===== config.mk =====
export PLATFORM = sky130hd
export DESIGN_NAME = uart_stim_tx
export DESIGN_NICKNAME = d
export VERILOG_FILES = /design/src/rtl/uart_stim_tx.sv
export SDC_FILE = /design/constraint.sdc
export NUM_CORES = 1
export LEC_CHECK = 0
export CORE_AREA = 8 8 124 126
export CTS_CLUSTER_DIAMETER = 100
export DETAILED_ROUTE_END_ITERATION = 10
export DIE_AREA = 0 0 132 134
export GPL_ROUTABILITY_DRIVEN = 1
export MAX_ROUTING_LAYER = met4
export PLACE_DENSITY = 0.72
export SETUP_SLACK_MARGIN = 0.2
export SKIP_CTS_REPAIR_TIMING = 1
export SLEW_MARGIN = 30
export SYNTH_ARGS = -nofsm -noshare
export SYNTH_HDL_FRONTEND = slang
export SYNTH_SLANG_ARGS = --single-unit

===== constraint.sdc =====
create_clock -name clk -period 12.5 [get_ports clk]
set_clock_uncertainty 0.1 [all_clocks]
set_input_delay 3.75 -clock clk [delete_from_list [all_inputs] [get_ports clk]]
set_output_delay 3.75 -clock clk [all_outputs]
set_load 0.02 [all_outputs]

===== src/rtl/uart_stim_tx.sv =====
`default_nettype none
// ============================================================================
// Module   : uart_stim_tx
// Purpose  : 8N1 UART transmitter fed by a small byte FIFO. Drives a UART
//            receive pin with scripted byte streams (bench or FPGA host).
// Ports    : clk          - single rising-edge clock
//            reset        - synchronous active-high reset
//            baud_div_i   - clock cycles per bit (0 treated as 1), latched
//                           per frame
//            wr_valid_i   - byte push request
//            wr_data_i    - byte to push
//            wr_ready_o   - FIFO not full (from registered count)
//            uart_txd_o   - serial line, idles high
//            busy_o       - frame on the line or bytes queued
//            fifo_count_o - bytes currently queued
// Revision : 1.0 - initial release
// ============================================================================
module uart_stim_tx #(
    parameter int FIFO_DEPTH = 8,
    parameter int STOP_BITS  = 1
) (
    input  logic                        clk,
    input  logic                        reset,
    input  logic [15:0]                 baud_div_i,
    input  logic                        wr_valid_i,
    input  logic [7:0]                  wr_data_i,
    output logic                        wr_ready_o,
    output logic                        uart_txd_o,
    output logic                        busy_o,
    output logic [$clog2(FIFO_DEPTH):0] fifo_count_o
);
    localparam int PTR_W = $clog2(FIFO_DEPTH);
    localparam int CNT_W = PTR_W + 1;
    localparam logic [CNT_W-1:0] c_FULL = CNT_W'(FIFO_DEPTH);

    localparam logic [1:0] c_S_IDLE  = 2'd0;
    localparam logic [1:0] c_S_START = 2'd1;
    localparam logic [1:0] c_S_DATA  = 2'd2;
    localparam logic [1:0] c_S_STOP  = 2'd3;

    // FIFO storage and bookkeeping
    logic [7:0]       r_mem [FIFO_DEPTH];
    logic [PTR_W-1:0] r_wr_ptr;
    logic [PTR_W-1:0] r_rd_ptr;
    logic [CNT_W-1:0] r_count;

    // Transmitter state
    logic [1:0]  r_state;
    logic [7:0]  r_shift;
    logic [15:0] r_div;
    logic [15:0] r_timer;
    logic [2:0]  r_bit_idx;
    logic [16:0] r_stop_cnt;

    logic        w_push;
    logic        w_pop;
    logic        w_have_data;
    logic [15:0] w_div_eff;
    logic        w_bit_end;
    logic [16:0] w_stop_len;
    logic        w_stop_end;

    assign w_have_data = (r_count != '0);
    assign wr_ready_o  = (r_count != c_FULL);
    assign w_push      = wr_valid_i & wr_ready_o;
    assign w_div_eff   = (baud_div_i == 16'd0) ? 16'd1 : baud_div_i;
    assign w_bit_end   = (r_timer == (r_div - 16'd1));

    // Stop period is one or two bit times; 17 bits hold 2 x 65535.
    assign w_stop_len  = (STOP_BITS == 2) ? {r_div, 1'b0} : {1'b0, r_div};
    assign w_stop_end  = (r_stop_cnt == (w_stop_len - 17'd1));

    // A new frame is loaded either from idle or straight out of the last
    // stop cycle, which is what gives back-to-back frames with no gap.
    assign w_pop = w_have_data &
                   ((r_state == c_S_IDLE) || ((r_state == c_S_STOP) && w_stop_end));

    always_ff @(posedge clk) begin
        if (w_push) begin
            r_mem[r_wr_ptr] <= wr_data_i;
        end
    end

    always_ff @(posedge clk) begin
        if (reset) begin
            r_wr_ptr <= '0;
            r_rd_ptr <= '0;
            r_count  <= '0;
        end else begin
            if (w_push) begin
                r_wr_ptr <= r_wr_ptr + PTR_W'(1);
            end
            if (w_pop) begin
                r_rd_ptr <= r_rd_ptr + PTR_W'(1);
            end
            case ({w_push, w_pop})
                2'b10:   r_count <= r_count + CNT_W'(1);
                2'b01:   r_count <= r_count - CNT_W'(1);
                default: r_count <= r_count;
            endcase
        end
    end

    always_ff @(posedge clk) begin
        if (reset) begin
            r_state    <= c_S_IDLE;
            r_shift    <= 8'd0;
            r_div      <= 16'd1;
            r_timer    <= 16'd0;
            r_bit_idx  <= 3'd0;
            r_stop_cnt <= 17'd0;
        end else begin
            case (r_state)
                c_S_IDLE: begin
                    if (w_pop) begin
                        r_shift <= r_mem[r_rd_ptr];
                        r_div   <= w_div_eff;
                        r_timer <= 16'd0;
                        r_state <= c_S_START;
                    end
                end
                c_S_START: begin
                    if (w_bit_end) begin
                        r_timer   <= 16'd0;
                        r_bit_idx <= 3'd0;
                        r_state   <= c_S_DATA;
                    end else begin
                        r_timer <= r_timer + 16'd1;
                    end
                end
                c_S_DATA: begin
                    if (w_bit_end) begin
                        r_timer <= 16'd0;
                        r_shift <= {1'b0, r_shift[7:1]};
                        if (r_bit_idx == 3'd7) begin
                            r_stop_cnt <= 17'd0;
                            r_state    <= c_S_STOP;
                        end else begin
                            r_bit_idx <= r_bit_idx + 3'd1;
                        end
                    end else begin
                        r_timer <= r_timer + 16'd1;
                    end
                end
                default: begin
                    if (w_stop_end) begin
                        if (w_pop) begin
                            r_shift <= r_mem[r_rd_ptr];
                            r_div   <= w_div_eff;
                            r_timer <= 16'd0;
                            r_state <= c_S_START;
                        end else begin
                            r_state <= c_S_IDLE;
                        end
                    end else begin
                        r_stop_cnt <= r_stop_cnt + 17'd1;
                    end
                end
            endcase
        end
    end

    always_comb begin
        uart_txd_o = 1'b1;
        case (r_state)
            c_S_START: uart_txd_o = 1'b0;
            c_S_DATA:  uart_txd_o = r_shift[0];
            default:   uart_txd_o = 1'b1;
        endcase
    end

    assign busy_o       = (r_state != c_S_IDLE) | w_have_data;
    assign fifo_count_o = r_count;

endmodule
`default_nettype wire


==> impl_metrics.ini, run 1 <==
[status]
outcome = completed

[drt]
dr.pass1.iters = 5
vias = 5515
wl_mm = 16.6
drc = 0
ant_nets = 0
viasPerCell = 6.05
drt_iter0_markers = 269
post_drt_wl_per_cell_um = 18.2

[place]
dpl_cell_area_um2 = 7570
routabilityCongestion = 0.887
dp_slack_ns = 6.40
port_buffers = 33
hpwl_mm = 11.6
placed_cells = 880

[sta]
max_freq_mhz = 155
finalCritPeriodShare_pct = 51.6
rsz0062_at_grt = no
fin_tns_setup_ns = 0
min_period_ns = 6.45
setup-violations-final = 0
slew_viol_final = 0
setup_slack_ns = 6.05
finalHoldViolCount = 0
slew_headroom_pct = 36.2
worst_slew_pin_slew_ns = 0.943

[floorplan]
coreArea_um2 = 13500
initial_core_util_pct = 53.1
die_h_um = 134
rows = 43
die-area_um2 = 17700
pin_count = 34
fp.dieW_um = 132

[hold_path]
holdCritStartpoint = r_shift[6]$_SDFFE_PP0P_
holdPathEnd = r_shift[6]$_SDFFE_PP0P_
hold_class = flip-flop to flip-flop
whs_path_depth = 2

[synthesis]
netlist_area_um2 = 7170
syn_inst = 712
yosys.area.top_type = edfxtp_1
netlist.area_leader.share_pct = 26.8
post-synth-top-count-cell = dfxtp_1
ys_top_cells_by_area = edfxtp_1 27%, dfxtp_1 21%, mux4_2 5.0%, xnor2_1 4.2%, a21oi_1 4.0%
yosys_warnings = 0
synth_edf_count = 64
synth-main-ff-cell = dfxtp_1
syn_nets = 753
syn_area_per_cell_um2 = 10.1
async_flop_share_pct = 0
synth_cell_type_count = 59
yosys_register_bits = 139
synth_commonest_cells = 75 x dfxtp_1, 64 x edfxtp_1, 60 x nand2_1
yosysSeqAreaShare_pct = 47.7

[setup_path]
crit_path_start_kind = flip-flop
crit_type = flip-flop to output pin
r2r_end = fifo_count_o[2]$_SDFFE_PP0P_
r2r_start = r_div[0]$_SDFFE_PP1P_
ff2ff_path_depth = 17
end_kind = output pin
crit_required_ns = 8.65
r2r_slack_ns = 7.30
path_max_fanout = 27
critPathArrivalTime_ns = 2.60

[pwr]
powerDensity_nw_per_um2 = 236
pwr-share-seq_pct = 32.6
leakage_uw = 0.00283
ir_drop_mv = 0.147
internal_power_uw = 1180
p_comb_share_pct = 40.6
power.switching_uw = 754
p_clk_share_pct = 26.8
p_sw_share_pct = 39.1

[final_layout]
final_area_um2 = 8180
post-route-util_pct = 60.6
multiInputGateArea_um2 = 3500
seqCellArea_um2 = 3420
fill_cells = 1114
syn_to_final_growth_pct = 14.1
final_cells = 912
final_nets = 760
antenna_cells = 0
drive_gt1_share_pct = 9.15

[clock_network]
h-tree-depth = 4
clkSlewWorstSetupHoldPaths_ns = 0.06
tritoncts = done
cts_buffers = 17
cts-root-buf = clkbuf_16
cts_sinks = 139
clockBufferDepth = 2
clock_latency_ns = 0.42

[global_route]
grt_pass1_wl_mm = 26.6
grt_max_degree = 61
antenna_found_initial = 0
grt_pass1_vias = 5389
grt_overflow = 0
track_usage_pct = 19.4

[run]
drv_cap = 0
## worst max-delay path by stage
| stage | cells after the start | slack (ns) | endpoint | start |
|---|---|---|---|---|
| global route | 5 | 5.86 | uart_txd_o | r_state[0]$_SDFFE_PP0P_ |
| finish | 5 | 6.05 | uart_txd_o | r_state[0]$_SDFFE_PP0P_ |
| global placement | 9 | 6.49 | fifo_count_o[2]$_SDFFE_PP0P_ | wr_valid_i |
| detailed placement | 9 | 6.40 | fifo_count_o[2]$_SDFFE_PP0P_ | wr_valid_i |
| CTS | 5 | 6.04 | uart_txd_o | r_state[0]$_SDFFE_PP0P_ |
| floorplan | 2 | 7.13 | r_mem[1][0]$_DFFE_PP_ | wr_valid_i |
## power groups by stage
| stage | registers, uW | clock network (uW) | logic (uW) |
|---|---|---|---|
| after floorplan | 583 | 0 | 644 |
| after global placement | 634 | 0 | 757 |
| after detailed placement | 637 | 0 | 773 |
| after CTS | 628 | 527 | 780 |
| after global routing | 640 | 544 | 868 |
| final | 630 | 517 | 783 |
## layout make-up
class | instances | area share, %
clock inverters | 12 | 1.99
well taps | 180 | 2.75
repair buffers | 36 | 4.25
clock buffers | 20 | 5.46
multi-input cells | 505 | 42.8
inverters | 20 | 0.918
flip-flops and latches | 139 | 41.9
## critical path, cell delays in order (launching register included)
cell	delay (ns)
dfxtp_1	0.33
inv_1	0.09
ha_1	0.66
inv_1	0.18
mux2_2	0.30
clkdlybuf4s50_1	0.62
## cell usage in the layout (no fill, tap or decap), types with 4 or more instances in the layout
cell / instances
xor2_1: 15
or4_1: 11
nor2_1: 35
nand3_1: 28
mux2i_1: 15
nor2b_1: 7
a21oi_1: 57
and3_1: 15
nand4_1: 10
a211oi_1: 4
inv_1: 20
mux4_2: 16
nor4_1: 13
clkdlybuf4s50_1: 32
xnor2_1: 34
edfxtp_1: 64
a211o_1: 5
a311oi_1: 15
nand2_1: 60
or3_1: 22
o21ai_0: 40
o211ai_1: 7
nand2b_1: 5
ha_1: 14
nor3_1: 15
clkbuf_16: 17
and2_1: 4
a41oi_1: 4
dfxtp_1: 74
## cell families after synthesis
group,synth area share (%)
buffers and inverters,3.94
muxes,7.59
xor gates and xnor gates,5.99
and+or+nand+nor,18.9
DFF,47.7
AOI/OAI and AO/OA,13.4
adders and majority gates,2.44
## routing by layer
layer | vias to the layer above | routed length, um | global-route usage, %
li1 | 2669 | - | -
met1 | 2670 | 6980 | 20.8
met4 | 0 | 461 | 8.93
met5 | - | 0 | -
met3 | 29 | 680 | 4.30
met2 | 147 | 8450 | 34.0
## sequential cells by signal (all words and copies together), names as in the netlist, named ones only
name and flops:
r_stop_cnt 17, r_timer 16, r_bit_idx 3, r_mem 64, r_rd_ptr 3, fifo_count_o 4, r_wr_ptr 3, r_div 16
r_shift 8, r_state 2
## per-stage QoR
stage / power [uW] / hold slack (ns)
floorplan: 1230 / 0.341
global placement: 1390 / 0.352
detailed placement: 1410 / 0.364
CTS: 1930 / 0.373
global route: 2050 / 0.397
finish: 1930 / 0.369
Note: power is estimated with default switching activity, not from simulation.
==> run 2, diff against run 1 <==
clock period = 6 ns   (was 12.5 ns; I/O delays follow)
==> impl_metrics.ini, run 2 (synthesis results as in run 1) <==
[status]
outcome = completed

[final_layout]
largest_register_ffs = 64
syn_to_final_growth_pct = 14.3
layout_commonest_cell = dfxtp_1
seqCellArea_um2 = 3420
final_cell_mix = 74 x dfxtp_1, 64 x edfxtp_1, 60 x nand2_1
fill_cells = 1086
final_nets = 763
multiInputGateArea_um2 = 3510
regMostFlops = r_mem
drive_gt1_share_pct = 9.25
top_regs = r_mem: 64 flops, r_stop_cnt: 17 flops

[place]
routabilityCongestion = 0.912
hpwl_mm = 11.7
port_buffers = 33

[sta]
rsz0062_at_grt = no
max_freq_mhz = 214
slew_viol_final = 0
setup-violations-final = 0
worst_slew_pin_slew_ns = 0.862
finalCritPeriodShare_pct = 77.8
finalHoldViolCount = 0
min_period_ns = 4.67
fin_tns_setup_ns = 0
slew_headroom_pct = 42.3

[global_route]
track_usage_pct = 19.9
grt_max_degree = 61
grt_pass1_wl_mm = 27.5
antenna_found_initial = 1
grt_overflow = 0
grt_pass1_vias = 5463

[setup_path]
r2r_slack_ns = 1.33
r2r_start = r_div[0]$_SDFFE_PP1P_
critPathArrivalTime_ns = 4.91
path_max_fanout = 24
crit_type = flip-flop to flip-flop
crit_required_ns = 6.24
end_kind = flip-flop
ff2ff_path_depth = 17
crit_path_start_kind = flip-flop
r2r_end = fifo_count_o[2]$_SDFFE_PP0P_

[clock_network]
cts-root-buf = clkbuf_16
clockBufferDepth = 2
cts_sinks = 139
tritoncts = done
clock_latency_ns = 0.42
h-tree-depth = 4
cts_buffers = 17
clkSlewWorstSetupHoldPaths_ns = 0.06

[floorplan]
pin_count = 34
initial_core_util_pct = 53.1
rows = 43
fp.dieW_um = 132
coreArea_um2 = 13500
die_h_um = 134
die-area_um2 = 17700

[drt]
vias = 5586
post_drt_wl_per_cell_um = 18.6
ant_nets = 0
viasPerCell = 6.10
dr.pass1.iters = 5
wl_mm = 17.0
drc = 0
drt_iter0_markers = 427

[pwr]
powerDensity_nw_per_um2 = 488
leakage_uw = 0.00282
ir_drop_mv = 0.248
total_power_uw = 4000

[hold_path]
holdCritStartpoint = r_shift[1]$_SDFFE_PP0P_
hold_class = flip-flop to flip-flop
whs_path_depth = 2
holdPathEnd = r_shift[1]$_SDFFE_PP0P_

[run]
drv_cap = 0
-- run 2: changes by cell type in the layout (fill, tap and decap cells not counted), sizes merged --
| cell | previous run | this run |
|---|---|---|
| clkinv | 4 | 3 |
| buf | 4 | 7 |
| inv | 24 | 25 |
| diode | 0 | 1 |
| clkinvlp | 1 | 3 |
| bufinv | 3 | 2 |
| clkbuf | 20 | 19 |
-- run 2: how the worst max path moves through the flow --
stage                     startpoint                           end  slack (ns)
5_1_grt        r_div[0]$_SDFFE_PP1P_  fifo_count_o[2]$_SDFFE_PP0P_        0.90
4_1_cts        r_div[0]$_SDFFE_PP1P_  fifo_count_o[2]$_SDFFE_PP0P_        1.35
6_report       r_div[0]$_SDFFE_PP1P_  fifo_count_o[2]$_SDFFE_PP0P_        1.33
3_3_place_gp   r_div[0]$_SDFFE_PP1P_      r_timer[15]$_SDFFE_PP0P_        1.56
3_5_place_dp   r_div[0]$_SDFFE_PP1P_      r_timer[14]$_SDFFE_PP0P_        1.40
2_1_floorplan  r_div[0]$_SDFFE_PP1P_  fifo_count_o[2]$_SDFFE_PP0P_        1.70
-- run 2: metrics by stage --
stage | util (%) | area (um^2) | worst slack (ns) | hold WS (ns) | cells
final | 60.7 | 8200 | 1.33 | 0.368 | 916
after global routing | 60.7 | 8200 | 0.899 | 0.386 | 916
after global placement | 56.1 | 7580 | 1.56 | 0.350 | 883
after floorplan | - | 7170 | 1.70 | 0.341 | 712
after CTS | 60.6 | 8190 | 1.35 | 0.367 | 915
after detailed placement | 56.2 | 7590 | 1.40 | 0.359 | 883
-- run 2: layout make-up --
cell class              instances  area share [%]
diodes                          1          0.0305
inverters                      20           0.916
repair buffers                 39            4.52
clock inverters                13            1.92
clock buffers                  19            5.28
well taps                     180            2.75
flip-flops and latches        139            41.8
multi-input cells             505            42.8
-- run 2: worst max-delay path: stages, from the launching register on --
cell and delay [ns]:
dfxtp_1 0.37, inv_1 0.10, ha_1 0.34, or4b_1 0.57, or4_1 0.54, xnor2_1 0.17
a2111oi_0 0.33, and4_1 0.34, a31oi_1 0.10, buf_4 0.23, inv_1 0.13, ha_1 0.26
xor2_1 0.17, ha_1 0.17, a21oi_1 0.05, xor2_1 0.16, or3_1 0.31, a21oi_1 0.15
-- run 2: power breakdown --
| group | total, uW | switching [uW] | internal [uW] | leakage [uW] |
|---|---|---|---|---|
| Combinational | 1630 | 967 | 668 | 0.00135 |
| Sequential | 1320 | 201 | 1120 | 0.00119 |
| Clock | 1050 | 427 | 623 | 0.000279 |
-- run 2: layer usage --
metal | GRT usage, % | up-vias | wire [um]
met5 | - | - | 0
met4 | 10.1 | 0 | 432
met3 | 4.41 | 32 | 689
met2 | 33.3 | 143 | 8530
met1 | 22.2 | 2719 | 7370
li1 | - | 2692 | -
==> run 3, diff against run 2 <==
PLACE_DENSITY = 0.75   (was 0.72)
clock period = 3.9 ns   (was 6 ns; I/O delays follow)
==> impl_metrics.ini, run 3 (synthesis results as in run 1) <==
[setup_path]
r2r_start = r_div[0]$_SDFFE_PP1P_
crit_path_start_kind = flip-flop
crit_path_max_incr_delay_ns = 0.52
cp_slowest_cell = or4b_4
path_max_fanout = 14
crit_type = flip-flop to flip-flop
crit_chain = inv_2 -> ha_4 -> or4b_4 -> or4_4 -> xnor2_1 -> a2111oi_4 -> and4_4 -> buf_4 -> a2111o_1 -> and2_4 -> or4_1 -> nand2_1
r2r_slack_ns = 0.19
ff2ff_path_depth = 12
r2r_end = r_stop_cnt[11]$_SDFFE_PP0P_
critPathArrivalTime_ns = 3.98
crit_required_ns = 4.17
end_kind = flip-flop

[sta]
whs_ns = 0.370
rsz0062_at_grt = yes
setup_slack_ns = 0.188
setup-violations-final = 0
min_period_ns = 3.71
worst_slew_pin_slew_ns = 0.810
slew_viol_final = 0
max_freq_mhz = 269
finalHoldViolCount = 0
finalCritPeriodShare_pct = 95.2
slew_headroom_pct = 45.9

[final_layout]
fill_cells = 1067
largest_register_ffs = 64
final_cells = 954
final_cell_mix = 73 x dfxtp_1, 64 x edfxtp_1, 60 x nand2_1
layout_commonest_cell = dfxtp_1
seqCellArea_um2 = 3430
regMostFlops = r_mem
top_regs = r_mem: 64 flops, r_stop_cnt: 17 flops
syn_to_final_growth_pct = 19.7
antenna_cells = 0
final_nets = 802
drive_gt1_share_pct = 16.4
multiInputGateArea_um2 = 3610

[hold_path]
whs_path_depth = 2
hold_class = flip-flop to flip-flop
holdPathEnd = r_shift[4]$_SDFFE_PP0P_
holdCritStartpoint = r_shift[4]$_SDFFE_PP0P_

[clock_network]
clkSlewWorstSetupHoldPaths_ns = 0.06
cts_sinks = 139
tritoncts = done
h-tree-depth = 4
cts-root-buf = clkbuf_16
clockBufferDepth = 2
cts_buffers = 17
clock_latency_ns = 0.44

[place]
routabilityCongestion = 0.919
placed_cells = 919
port_buffers = 33
hpwl_mm = 12.5
dp_slack_ns = -0.0660

[run]
drv_cap = 0

[global_route]
grt_max_degree = 57
grt_overflow = 0
grt_pass1_wl_mm = 28.9
antenna_found_initial = 0
grt_pass1_vias = 5754
track_usage_pct = 21.1

[pwr]
leakage_uw = 0.00303
total_power_uw = 6690
powerDensity_nw_per_um2 = 779
power.switching_uw = 2700
p_clk_share_pct = 23.6
internal_power_uw = 3990
p_sw_share_pct = 40.4
p_comb_share_pct = 47.1
pwr-share-seq_pct = 29.2
ir_drop_mv = 0.454

[floorplan]
coreArea_um2 = 13500
initial_core_util_pct = 53.1
die_h_um = 134
die-area_um2 = 17700
pin_count = 34
fp.dieW_um = 132
rows = 43

[drt]
drt_iter0_markers = 535
ant_nets = 0
dr.pass1.iters = 5
post_drt_wl_per_cell_um = 18.9
viasPerCell = 6.13
wl_mm = 18.1
vias = 5846
drc = 0

[status]
outcome = completed
-- run 3: layer usage --
layer	wire (um)	vias up	global-route usage, %
li1	-	2758	-
met1	7300	2863	22.7
met2	9370	182	36.3
met3	875	43	5.05
met4	502	0	10.1
met5	0	-	-
-- run 3: final cells by class --
class                   instances  area share (%)
clock buffers                  17            4.96
clock inverters                15            1.84
inverters                      20           0.904
multi-input cells             505            42.0
flip-flops and latches        139            39.9
well taps                     180            2.62
repair buffers                 78            7.72
-- run 3: critical path: cells and delay by family (launching register included) --
| kind | cells | cell delay [ns] |
|---|---|---|
| adder cells (fa/ha/maj) | 1 | 0.17 |
| buffers and inverters | 2 | 0.22 |
| AO/OA/AOI/OAI | 2 | 0.53 |
| flip-flops | 1 | 0.34 |
| XOR/XNOR | 1 | 0.26 |
| AND/OR/NAND/NOR | 6 | 2.02 |
-- run 3: power by group through the flow --
stage	logic, uW	registers (uW)	clock network [uW]
after global placement	2810	1960	0
after CTS	2910	1950	1610
after floorplan	2180	1870	0
after detailed placement	2890	1980	0
final	3150	1960	1580
after global routing	3430	1980	1660
-- run 3: how the worst max path moves through the flow --
stage / end / depth (start not counted) / from / slack (ns)
finish: r_stop_cnt[11]$_SDFFE_PP0P_ / 12 / r_div[0]$_SDFFE_PP1P_ / 0.19
global placement: fifo_count_o[2]$_SDFFE_PP0P_ / 16 / r_div[0]$_SDFFE_PP1P_ / 0.08
floorplan: fifo_count_o[2]$_SDFFE_PP0P_ / 20 / r_div[0]$_SDFFE_PP1P_ / -0.01
detailed placement: fifo_count_o[2]$_SDFFE_PP0P_ / 16 / r_div[0]$_SDFFE_PP1P_ / -0.07
global route: fifo_count_o[2]$_SDFFE_PP0P_ / 16 / r_div[0]$_SDFFE_PP1P_ / 0.07
CTS: fifo_count_o[2]$_SDFFE_PP0P_ / 16 / r_div[0]$_SDFFE_PP1P_ / -0.14
-- run 3: stage by stage --
| stage | TNS [ns] | utilization [%] | cell area (um^2) |
|---|---|---|---|
| CTS | -0.155 | 62.7 | 8460 |
| detailed placement | -0.0660 | 58.4 | 7880 |
| global placement | 0 | 58.3 | 7880 |
| floorplan | -0.0109 | - | 7240 |
| finish | 0 | 63.6 | 8580 |
| global route | 0 | 63.6 | 8580 |
